$ cat src/rtl/gb_mem_pkg.sv
// Shared memory-map constants, DMA state encoding and address helpers
// for the Game Boy memory path.
package gb_mem_pkg;

  localparam logic [15:0] OAM_BASE = 16'hFE00;
  localparam logic [15:0] DMA_REG  = 16'hFF46;
  localparam logic [15:0] HRAM_LO  = 16'hFF80;
  localparam logic [15:0] HRAM_HI  = 16'hFFFE;

  typedef enum logic [2:0] {
    IDLE,
    DELAY,
    RD,
    CAP,
    WR,
    SLOT
  } dma_state_t;

  function automatic logic isHram(input logic [15:0] addr);
    return (addr >= HRAM_LO) && (addr <= HRAM_HI);
  endfunction

endpackage

$ cat src/rtl/oam_dma_arbiter.sv
// OAM DMA engine: owns the 0xFF46 register, copies DMA_LEN bytes into OAM
// and time-slices the mmu port with the CPU while the copy runs.
module oam_dma_arbiter #(
  parameter logic [15:0] OAM_BASE    = gb_mem_pkg::OAM_BASE,
  parameter int unsigned DMA_LEN     = 160,
  parameter logic [15:0] DMA_REG     = gb_mem_pkg::DMA_REG,
  parameter int unsigned START_DELAY = 4
) (
  input  logic        iClock,
  input  logic        iReset,
  input  logic [15:0] iCpuAddr,
  input  logic        iCpuWe,
  input  logic [7:0]  iCpuData,
  output logic [7:0]  oCpuData,
  output logic        oCpuWait,
  output logic [15:0] oMmuAddr,
  output logic        oMmuWe,
  output logic [7:0]  oMmuData,
  input  logic [7:0]  iMmuData,
  output logic        oDmaActive
);
  import gb_mem_pkg::*;

  localparam int unsigned   DLY_W    = (START_DELAY > 1) ? $clog2(START_DELAY) : 1;
  localparam logic [DLY_W-1:0] DLY_INIT = DLY_W'(START_DELAY - 1);
  localparam logic [8:0]    LEN      = 9'(DMA_LEN);

  dma_state_t       state;
  logic [7:0]       rSrc;
  logic [7:0]       rByte;
  logic [8:0]       rCount;
  logic [DLY_W-1:0] dly;

  logic [7:0] src_hi;
  logic [8:0] cnt_nxt;
  logic       cpu_reg;
  logic       cpu_hram;
  logic       reg_wr;
  logic       engine;
  logic       blocked;

  // Sources in 0xE0..0xFF are echo RAM and fold back onto work RAM.
  assign src_hi   = (rSrc < 8'hE0) ? rSrc : (rSrc - 8'h20);
  assign cnt_nxt  = rCount + 9'd1;
  assign cpu_reg  = (iCpuAddr == DMA_REG);
  assign cpu_hram = isHram(iCpuAddr);
  assign reg_wr   = cpu_reg && iCpuWe;
  assign engine   = (state == RD) || (state == CAP) || (state == WR);
  assign blocked  = (state != IDLE) && (state != DELAY) && !cpu_hram && !cpu_reg;

  assign oDmaActive = (state != IDLE);

  // A register write restarts the copy from any state and beats every other move.
  always_ff @(posedge iClock) begin
    if (iReset) begin
      state  <= IDLE;
      rSrc   <= 8'h00;
      rCount <= 9'd0;
      rByte  <= 8'h00;
      dly    <= '0;
    end else if (reg_wr) begin
      rSrc   <= iCpuData;
      rCount <= 9'd0;
      dly    <= DLY_INIT;
      state  <= DELAY;
    end else begin
      case (state)
        DELAY: begin
          if (dly == '0) state <= RD;
          else           dly   <= dly - DLY_W'(1);
        end
        RD:  state <= CAP;
        CAP: begin
          rByte <= iMmuData;
          state <= WR;
        end
        WR:  state <= SLOT;
        SLOT: begin
          rCount <= cnt_nxt;
          state  <= (cnt_nxt == LEN) ? IDLE : RD;
        end
        default: state <= IDLE;
      endcase
    end
  end

  always_comb begin
    oMmuAddr = iCpuAddr;
    oMmuWe   = iCpuWe;
    oMmuData = iCpuData;
    oCpuData = iMmuData;
    oCpuWait = 1'b0;
    if (engine) begin
      oMmuAddr = (state == WR) ? (OAM_BASE + {7'b0, rCount}) : {src_hi, rCount[7:0]};
      oMmuWe   = (state == WR);
      oMmuData = rByte;
      oCpuData = 8'hFF;
      oCpuWait = cpu_hram;
    end else if (blocked) begin
      oMmuWe   = 1'b0;
      oCpuData = 8'hFF;
    end
    // The DMA register lives here; the mmu never sees its address.
    if (cpu_reg) begin
      oCpuData = rSrc;
      oCpuWait = 1'b0;
      if (!engine) begin
        oMmuAddr = 16'h0000;
        oMmuWe   = 1'b0;
      end
    end
  end

endmodule

$ cat config.mk
export PLATFORM = sky130hd
export DESIGN_NAME = oam_dma_arbiter
export DESIGN_NICKNAME = d
export VERILOG_FILES = /design/src/rtl/gb_mem_pkg.sv /design/src/rtl/oam_dma_arbiter.sv
export SDC_FILE = /design/constraint.sdc
export NUM_CORES = 1
export LEC_CHECK = 0
export CAP_MARGIN = 20
export CORE_MARGIN = 4
export CORE_UTILIZATION = 55
export CTS_CLUSTER_SIZE = 28
export DETAILED_ROUTE_END_ITERATION = 16
export DONT_BUFFER_PORTS = 1
export PLACE_DENSITY = 0.73
export SLEW_MARGIN = 5
export SYNTH_ARGS = -nofsm -noshare
export SYNTH_HDL_FRONTEND = slang
export SYNTH_SLANG_ARGS = --single-unit
$ cat constraint.sdc
create_clock -name iClock -period 1.7 [get_ports iClock]
set_input_delay 0.255 -clock iClock [delete_from_list [all_inputs] [get_ports iClock]]
set_output_delay 0.255 -clock iClock [all_outputs]
set_load 0.005 [all_outputs]
==> results_dict.tcl, run 1 <==
set metrics [dict create \
    finalWeightedCongestion 0.898 \
    yosys_register_bits 30 \
    dieHeight_um 69.8 \
    final.setup.tns_ps -2780 \
    place.detailed.hpwl_um 4380 \
    relSlewSlack 0.670 \
    synth_fp_nets 333 \
    synthDominantAreaCellType "sky130_fd_sc_hd__dfxtp_1" \
    via_per_inst 6.19 \
    crit_required_ps 1440 \
    insertedDiodeCount 0 \
    netlist_instances 293 \
    cts_tree "yes" \
    drt_iter0_markers 178 \
    dieArea_um2 4870 \
    grt_use_met3 0.0826 \
    cts-root-buf "sky130_fd_sc_hd__clkbuf_8" \
    clock_insertion_delay_worst_skew_ps 300 \
    irDropWorstVdd_v 0.000556 \
    post-route-period-util 1.07 \
    grt_overflow 0 \
    netlist.area_leader.share 0.286 \
    ys.flop_type "sky130_fd_sc_hd__dfxtp_1" \
    cp-start-kind "flop" \
    number_of_rows_in_the_core_area 22 \
    period_needed_ps 1820 \
    share_of_post_route_cells_with_drive_strength_above_1 0.320 \
    worst-slew-pin-transition_ps 493 \
    fmax_mhz 548 \
    finalWorstSetupSlack_ps -123 \
    grt_pass1_vias 2176 \
    grt_first_pass_wirelength_um 10700 \
    worstRegToRegCells 4 \
    cts.path.max_buffers 2 \
    fin_util 0.758 \
    synth-warning-count 0 \
    critical_path_arrival_ps 1570 \
    synth-async-reset-ratio 0 \
    met1_usage 0.300 \
    num_vias 2209 \
    cts_max_level 2 \
    timing.clock.skew_ps 11.3 \
    grt.total_usage 0.276 \
    failed_checks "negative setup slack" \
    gr-max-usage-layer "met2" \
    fp.coreArea_um2 3660 \
    worstHoldPathType "in2reg" \
    antenna_found_initial 0 \
    clock_sinks 30 \
    ys_top_cells_by_area "sky130_fd_sc_hd__dfxtp_1 29%, sky130_fd_sc_hd__nand2_1 12%, sky130_fd_sc_hd__a21oi_1 5.5%" \
    rsz_0062_raised_after_global_routing "true" \
    cts_inserted_buffers 5 \
    clk_pin_slew_worst_paths_ps 70 \
    area.growth.synth_to_final_pct 32.2 \
    drt_pass1_iterations 5 \
    wl_per_cell_um 18.4 \
    antenna_violating_nets_post_route 0 \
    setup_violations 26 \
    outcome "finished, violations left" \
    io_buffer_count 0 \
    grt_max_degree 29 \
    io_pins 70 \
    yosysUniqueCellTypes 46 \
    finish.net_count 348 \
    critPathMaxFanout 5 \
    slew_violations 0 \
    total_power_mw 1.54 \
    power_per_cell_area_nw_per_um2 556 \
    critPathCaptureType "output port" \
    max_cap_violations 0 \
    hold-path-cell-count 1 \
    post-route-drc-count 0 \
    fin_hold_ws_ps 23.1 \
    use_met2 0.492 \
    critical_path.slowest_cell "sky130_fd_sc_hd__or3b_4" \
    synth_area_per_inst_um2 7.16 \
    initial_utilization 0.573 \
    synth_edf_count 0 \
    finalWirelength_um 6580 \
    die-width_um 69.8 \
    ys_seq_area_frac 0.286 \
    timing.final.hold_violations 0 \
    p_leak_nw 1.02 \
    path_cells "or3b_4 > nand3_4 > o31ai_4 > buf_6 > a22oi_2" \
    cp_slowest_stage_delay_ps 440 \
    netlist_area_um2 2100 \
    timing.setup.critical_path_class "reg2out" \
]
timing repair:
item | CTS | global route
buffers inserted | 4 | 0
setup endpoints to repair | 29 | 30
hold buffers | 0 | 0
pin swaps | 34 | 17
cloned | 1 | 0
resized for setup | 78 | 12
worst max-delay path: cells and delay by family, from the launching register on:
kind / cells / cell delay (ps)
compound gates: 2 / 240
buf+inv: 1 / 160
flops: 1 / 330
simple gates: 2 / 550
where the power goes:
group | leakage (nW) | internal, mW | total [mW] | switching, mW
logic | 0.715 | 0.0649 | 0.120 | 0.0555
registers | 0.244 | 0.702 | 0.702 | 0.00000214
clock network | 0.0579 | 0.431 | 0.720 | 0.289
cells by family after synthesis:
logic type | after synthesis | share of synthesized area
DFF | 30 | 0.286
muxes | 9 | 0.0429
xor gates and xnor gates | 10 | 0.0417
buffers and inverters | 28 | 0.0656
adders and majority gates | 5 | 0.0298
and+or+nand+nor | 156 | 0.360
AOI/OAI and AO/OA | 55 | 0.174
final cells by class:
cell class	instances	area, um2
fillers	266	887
clock inverters	3	40.0
well taps	48	60.1
multi-input cells	235	1680
inverters	9	36.3
flip-flops and latches	30	606
clock buffers	5	68.8
repair buffers	27	288
per-layer routing:
metal / up-vias / part of all wire / wire (um)
met3: 23 / 0.071 / 470
met2: 98 / 0.53 / 3460
met4: 0 / 0.032 / 212
met1: 1050 / 0.37 / 2430
met5: - / 0 / 0
li1: 1038 / - / -
final timing paths:
check	startpoint	endpoint	slack (ps)
hold reg to reg	rByte[3]	rByte[3]	480
setup / recovery	state[1]	oCpuData[6]	-120
hold / removal	iReset	rSrc[1]	20
setup reg to reg	rCount[3]	state[1]	50
layout by cell type (no fill, tap or decap), types with 2 or more instances in the layout:
cell	netlist	layout
sky130_fd_sc_hd__o211ai_1	5	5
sky130_fd_sc_hd__a21oi_1	23	17
sky130_fd_sc_hd__nand4_1	3	3
sky130_fd_sc_hd__inv_1	9	7
sky130_fd_sc_hd__xor2_1	4	4
sky130_fd_sc_hd__and4_1	4	4
sky130_fd_sc_hd__nor3_1	5	4
sky130_fd_sc_hd__dfxtp_2	0	4
sky130_fd_sc_hd__a31oi_1	4	3
sky130_fd_sc_hd__ha_1	5	4
sky130_fd_sc_hd__o21ai_0	11	9
sky130_fd_sc_hd__nand2_2	1	15
sky130_fd_sc_hd__a22oi_2	0	2
sky130_fd_sc_hd__nor2_1	26	26
sky130_fd_sc_hd__nand2_4	0	15
sky130_fd_sc_hd__nand3_4	0	4
sky130_fd_sc_hd__a21o_1	2	2
sky130_fd_sc_hd__a21oi_4	1	4
sky130_fd_sc_hd__xnor2_1	6	6
sky130_fd_sc_hd__nand2b_1	16	16
sky130_fd_sc_hd__buf_6	2	4
sky130_fd_sc_hd__o21ai_1	0	2
sky130_fd_sc_hd__clkinv_2	0	2
sky130_fd_sc_hd__buf_12	0	4
sky130_fd_sc_hd__nand2_1	65	36
sky130_fd_sc_hd__clkbuf_8	0	5
sky130_fd_sc_hd__nand3_1	23	19
sky130_fd_sc_hd__dfxtp_1	30	26
sky130_fd_sc_hd__a2111oi_2	1	2
sky130_fd_sc_hd__buf_4	3	18
sky130_fd_sc_hd__mux2i_1	9	9
sky130_fd_sc_hd__a21oi_2	0	3
Yosys cell counts (2+ instances only):
master and count:
sky130_fd_sc_hd__a22oi_1 2, sky130_fd_sc_hd__a31oi_1 4, sky130_fd_sc_hd__o21ai_0 11, sky130_fd_sc_hd__a21oi_1 23, sky130_fd_sc_hd__buf_6 2, sky130_fd_sc_hd__nand2_1 65
sky130_fd_sc_hd__xor2_1 4, sky130_fd_sc_hd__dfxtp_1 30, sky130_fd_sc_hd__xnor2_1 6, sky130_fd_sc_hd__nand2b_1 16, sky130_fd_sc_hd__nand4_1 3, sky130_fd_sc_hd__ha_1 5
sky130_fd_sc_hd__and4_1 4, sky130_fd_sc_hd__inv_1 9, sky130_fd_sc_hd__buf_4 3, sky130_fd_sc_hd__mux2i_1 9, sky130_fd_sc_hd__buf_2 4, sky130_fd_sc_hd__nor3_1 5
sky130_fd_sc_hd__nand3_1 23, sky130_fd_sc_hd__nor2_1 26, sky130_fd_sc_hd__a21o_1 2, sky130_fd_sc_hd__o211ai_1 5, sky130_fd_sc_hd__clkbuf_1 9
flip-flops by register name, indices dropped and copies added, names as in the netlist:
signal	cells
dly	2
rByte	8
rSrc	8
rCount	9
state	3
metrics by stage:
stage,setup slack (ps),cells,cell area [um2]
floorplan,12.2,293,2100
global placement,13.0,344,2260
detailed placement,2.07,344,2260
CTS,-98.9,357,2720
global route,-172,357,2770
finish,-123,357,2770
Power figures use the tool's default switching activity.
==> inputs of run 2 (changes only) <==
--- a/config.mk
+++ b/config.mk
@@ -14,2 +14,3 @@
 export PLACE_DENSITY = 0.73
+export REMOVE_ABC_BUFFERS = 1
 export SLEW_MARGIN = 5
--- a/constraint.sdc
+++ b/constraint.sdc
@@ -3,2 +3,2 @@
 set_output_delay 0.255 -clock iClock [all_outputs]
-set_load 0.005 [all_outputs]
+set_load 0.05 [all_outputs]
==> run 2 against run 1 <==
Against the previous run:
- the flow still finishes with violations (negative setup slack)
- count of clock-buffer cells in the layout up 2
- combinational power grew to 3.2 times the previous value
- utilization increased by 10 points
- clock skew shrank 8.7 ps
- highest routed layer unchanged
- total power up 5.7%
- cell count increased by 12%
- critical path type unchanged
- worst hold slack gained 1.9 ps
==> results_dict.tcl, run 2 (same netlist as run 1, synthesis figures left out) <==
set metrics [dict create \
    fmax_mhz 483 \
    rsz_0062_raised_after_global_routing "true" \
    largest_register "rCount" \
    timing.clock.skew_ps 2.60 \
    relSlewSlack 0.664 \
    number_of_rows_in_the_core_area 22 \
    io_buffer_count 0 \
    power_per_cell_area_nw_per_um2 519 \
    min_from "iReset" \
    number_of_flip_flops_in_the_largest_register 9 \
    fp.coreArea_um2 3660 \
    biggestRegsByFlops "rCount x9, rByte x8, rSrc x8" \
    antenna_violating_nets_post_route 0 \
    grt_overflow 0 \
    wl_per_cell_um 20.6 \
    critical_path.slowest_cell "sky130_fd_sc_hd__or3b_4" \
    failed_checks "negative setup slack" \
    postCtsHoldBufs 0 \
    commonest_cells_after_routing_fill_and_taps_aside "57 x sky130_fd_sc_hd__nand2_1, 33 x sky130_fd_sc_hd__buf_4, 26 x sky130_fd_sc_hd__dfxtp_1" \
    grt.total_usage 0.297 \
    area.growth.synth_to_final_pct 49.7 \
    p_leak_nw 1.26 \
    fin_hold_ws_ps 25.0 \
    drt_iter0_markers 446 \
    fill_cells 179 \
    finalWorstSetupSlack_ps -370 \
    clock_sinks 30 \
    finalWeightedCongestion 0.895 \
    antenna_found_initial 0 \
    slew_violations 0 \
    placement.setup.worst_slack_ps -194 \
    outcome "finished, violations left" \
    critical_path_arrival_ps 1820 \
    layout_commonest_cell "sky130_fd_sc_hd__nand2_1" \
    worst-slew-pin-transition_ps 503 \
    grt_pass1_vias 2379 \
    drt_pass1_iterations 5 \
    place.detailed.hpwl_um 4730 \
    path_cells "or3b_4 > and2_4 > nor3_4 > buf_6" \
    dieArea_um2 4870 \
    cts_inserted_buffers 5 \
    max_cap_violations 0 \
    dieHeight_um 69.8 \
    insertedDiodeCount 0 \
    worstHoldPathType "in2reg" \
    post-route-period-util 1.22 \
    grt_first_pass_wirelength_um 11500 \
    post-route-drc-count 0 \
    r2r-start "rCount[0]" \
    cp_slowest_stage_delay_ps 470 \
    initial_utilization 0.573 \
    die-width_um 69.8 \
    via_per_inst 6.42 \
    critPathCaptureType "output port" \
    critPathMaxFanout 17 \
    cts.path.max_buffers 2 \
    finalWirelength_um 8230 \
    timing.final.hold_violations 0 \
    clock_insertion_delay_worst_skew_ps 290 \
    cts_tree "yes" \
    crit_required_ps 1440 \
    finish.net_count 391 \
    irDropWorstVdd_v 0.000602 \
    cts-root-buf "sky130_fd_sc_hd__clkbuf_8" \
    clk_pin_slew_worst_paths_ps 60 \
    setup_violations 34 \
    cp-start-kind "flop" \
    cts_max_level 2 \
    critPathLaunch "state[1]" \
    timing.setup.critical_path_class "reg2out" \
    period_needed_ps 2070 \
    share_of_post_route_cells_with_drive_strength_above_1 0.342 \
    io_pins 70 \
    grt_max_degree 29 \
    num_vias 2560 \
]
[run 2: changes by cell type in the layout (fill, tap and decap cells not counted), moves of 7 or more]
| cell | change |
|---|---|
| sky130_fd_sc_hd__buf_6 | +16 |
| sky130_fd_sc_hd__buf_4 | +15 |
| sky130_fd_sc_hd__buf_12 | +13 |
| sky130_fd_sc_hd__nand2_4 | -14 |
| sky130_fd_sc_hd__nand2_2 | -7 |
| sky130_fd_sc_hd__nand2_1 | +21 |
[run 2: path summary, 6_finish.rpt]
path / to / slack (ps) / cells after the start
min reg2reg: rByte[4] / 480 / 2
max reg2reg: state[1] / 130 / 4
min: rSrc[5] / 30 / 1
max: oCpuWait / -370 / 4
[run 2: metal layers]
layer	vias up	global-route usage	wire, um
li1	1122	-	-
met1	1158	0.328	2950
met2	221	0.477	3950
met3	59	0.0971	866
met4	0	0.204	468
met5	-	0	0
[run 2: per-stage QoR]
step | cells | total power, mW | utilization | TNS, ps | cell area (um2)
global route | 399 | 1.68 | 0.858 | -11110 | 3140
global placement | 387 | 1.06 | 0.756 | -2470 | 2770
floorplan | 274 | 0.923 | - | -17100 | 1990
detailed placement | 387 | 1.07 | 0.756 | -2890 | 2770
CTS | 398 | 1.62 | 0.829 | -7210 | 3040
finish | 399 | 1.63 | 0.858 | -9630 | 3140
[run 2: worst max-delay path, delay by kind of cell, from the launching register on]
family,cells,cell delay [ps]
flip-flops,1,350
AND/OR/NAND/NOR,3,980
buffers and inverters,1,190
[run 2: layout make-up]
type	count	area [um2]	share of cell area
multi-input combinational	235	1550	0.493
timing repair buffer	70	813	0.259
sequential	30	606	0.193
clock buffer	7	76.3	0.0243
tap	48	60.1	0.0191
inverter	9	36.3	0.0115
[run 2: power breakdown]
part / internal, mW / total, mW / switching (mW) / leakage [nW]
clock network: 0.281 / 0.544 / 0.263 / 0.0383
registers: 0.703 / 0.703 / 0.00000253 / 0.244
logic: 0.159 / 0.384 / 0.225 / 0.980
total: 1.14 / 1.63 / 0.487 / 1.26
[run 2: repair_timing]
action                     4_1_cts  5_1_grt
gates resized for setup         44       21
hold endpoints to repair         0        0
buffers inserted                 4        1
setup endpoints to repair       34       34
pin swaps                        8        2
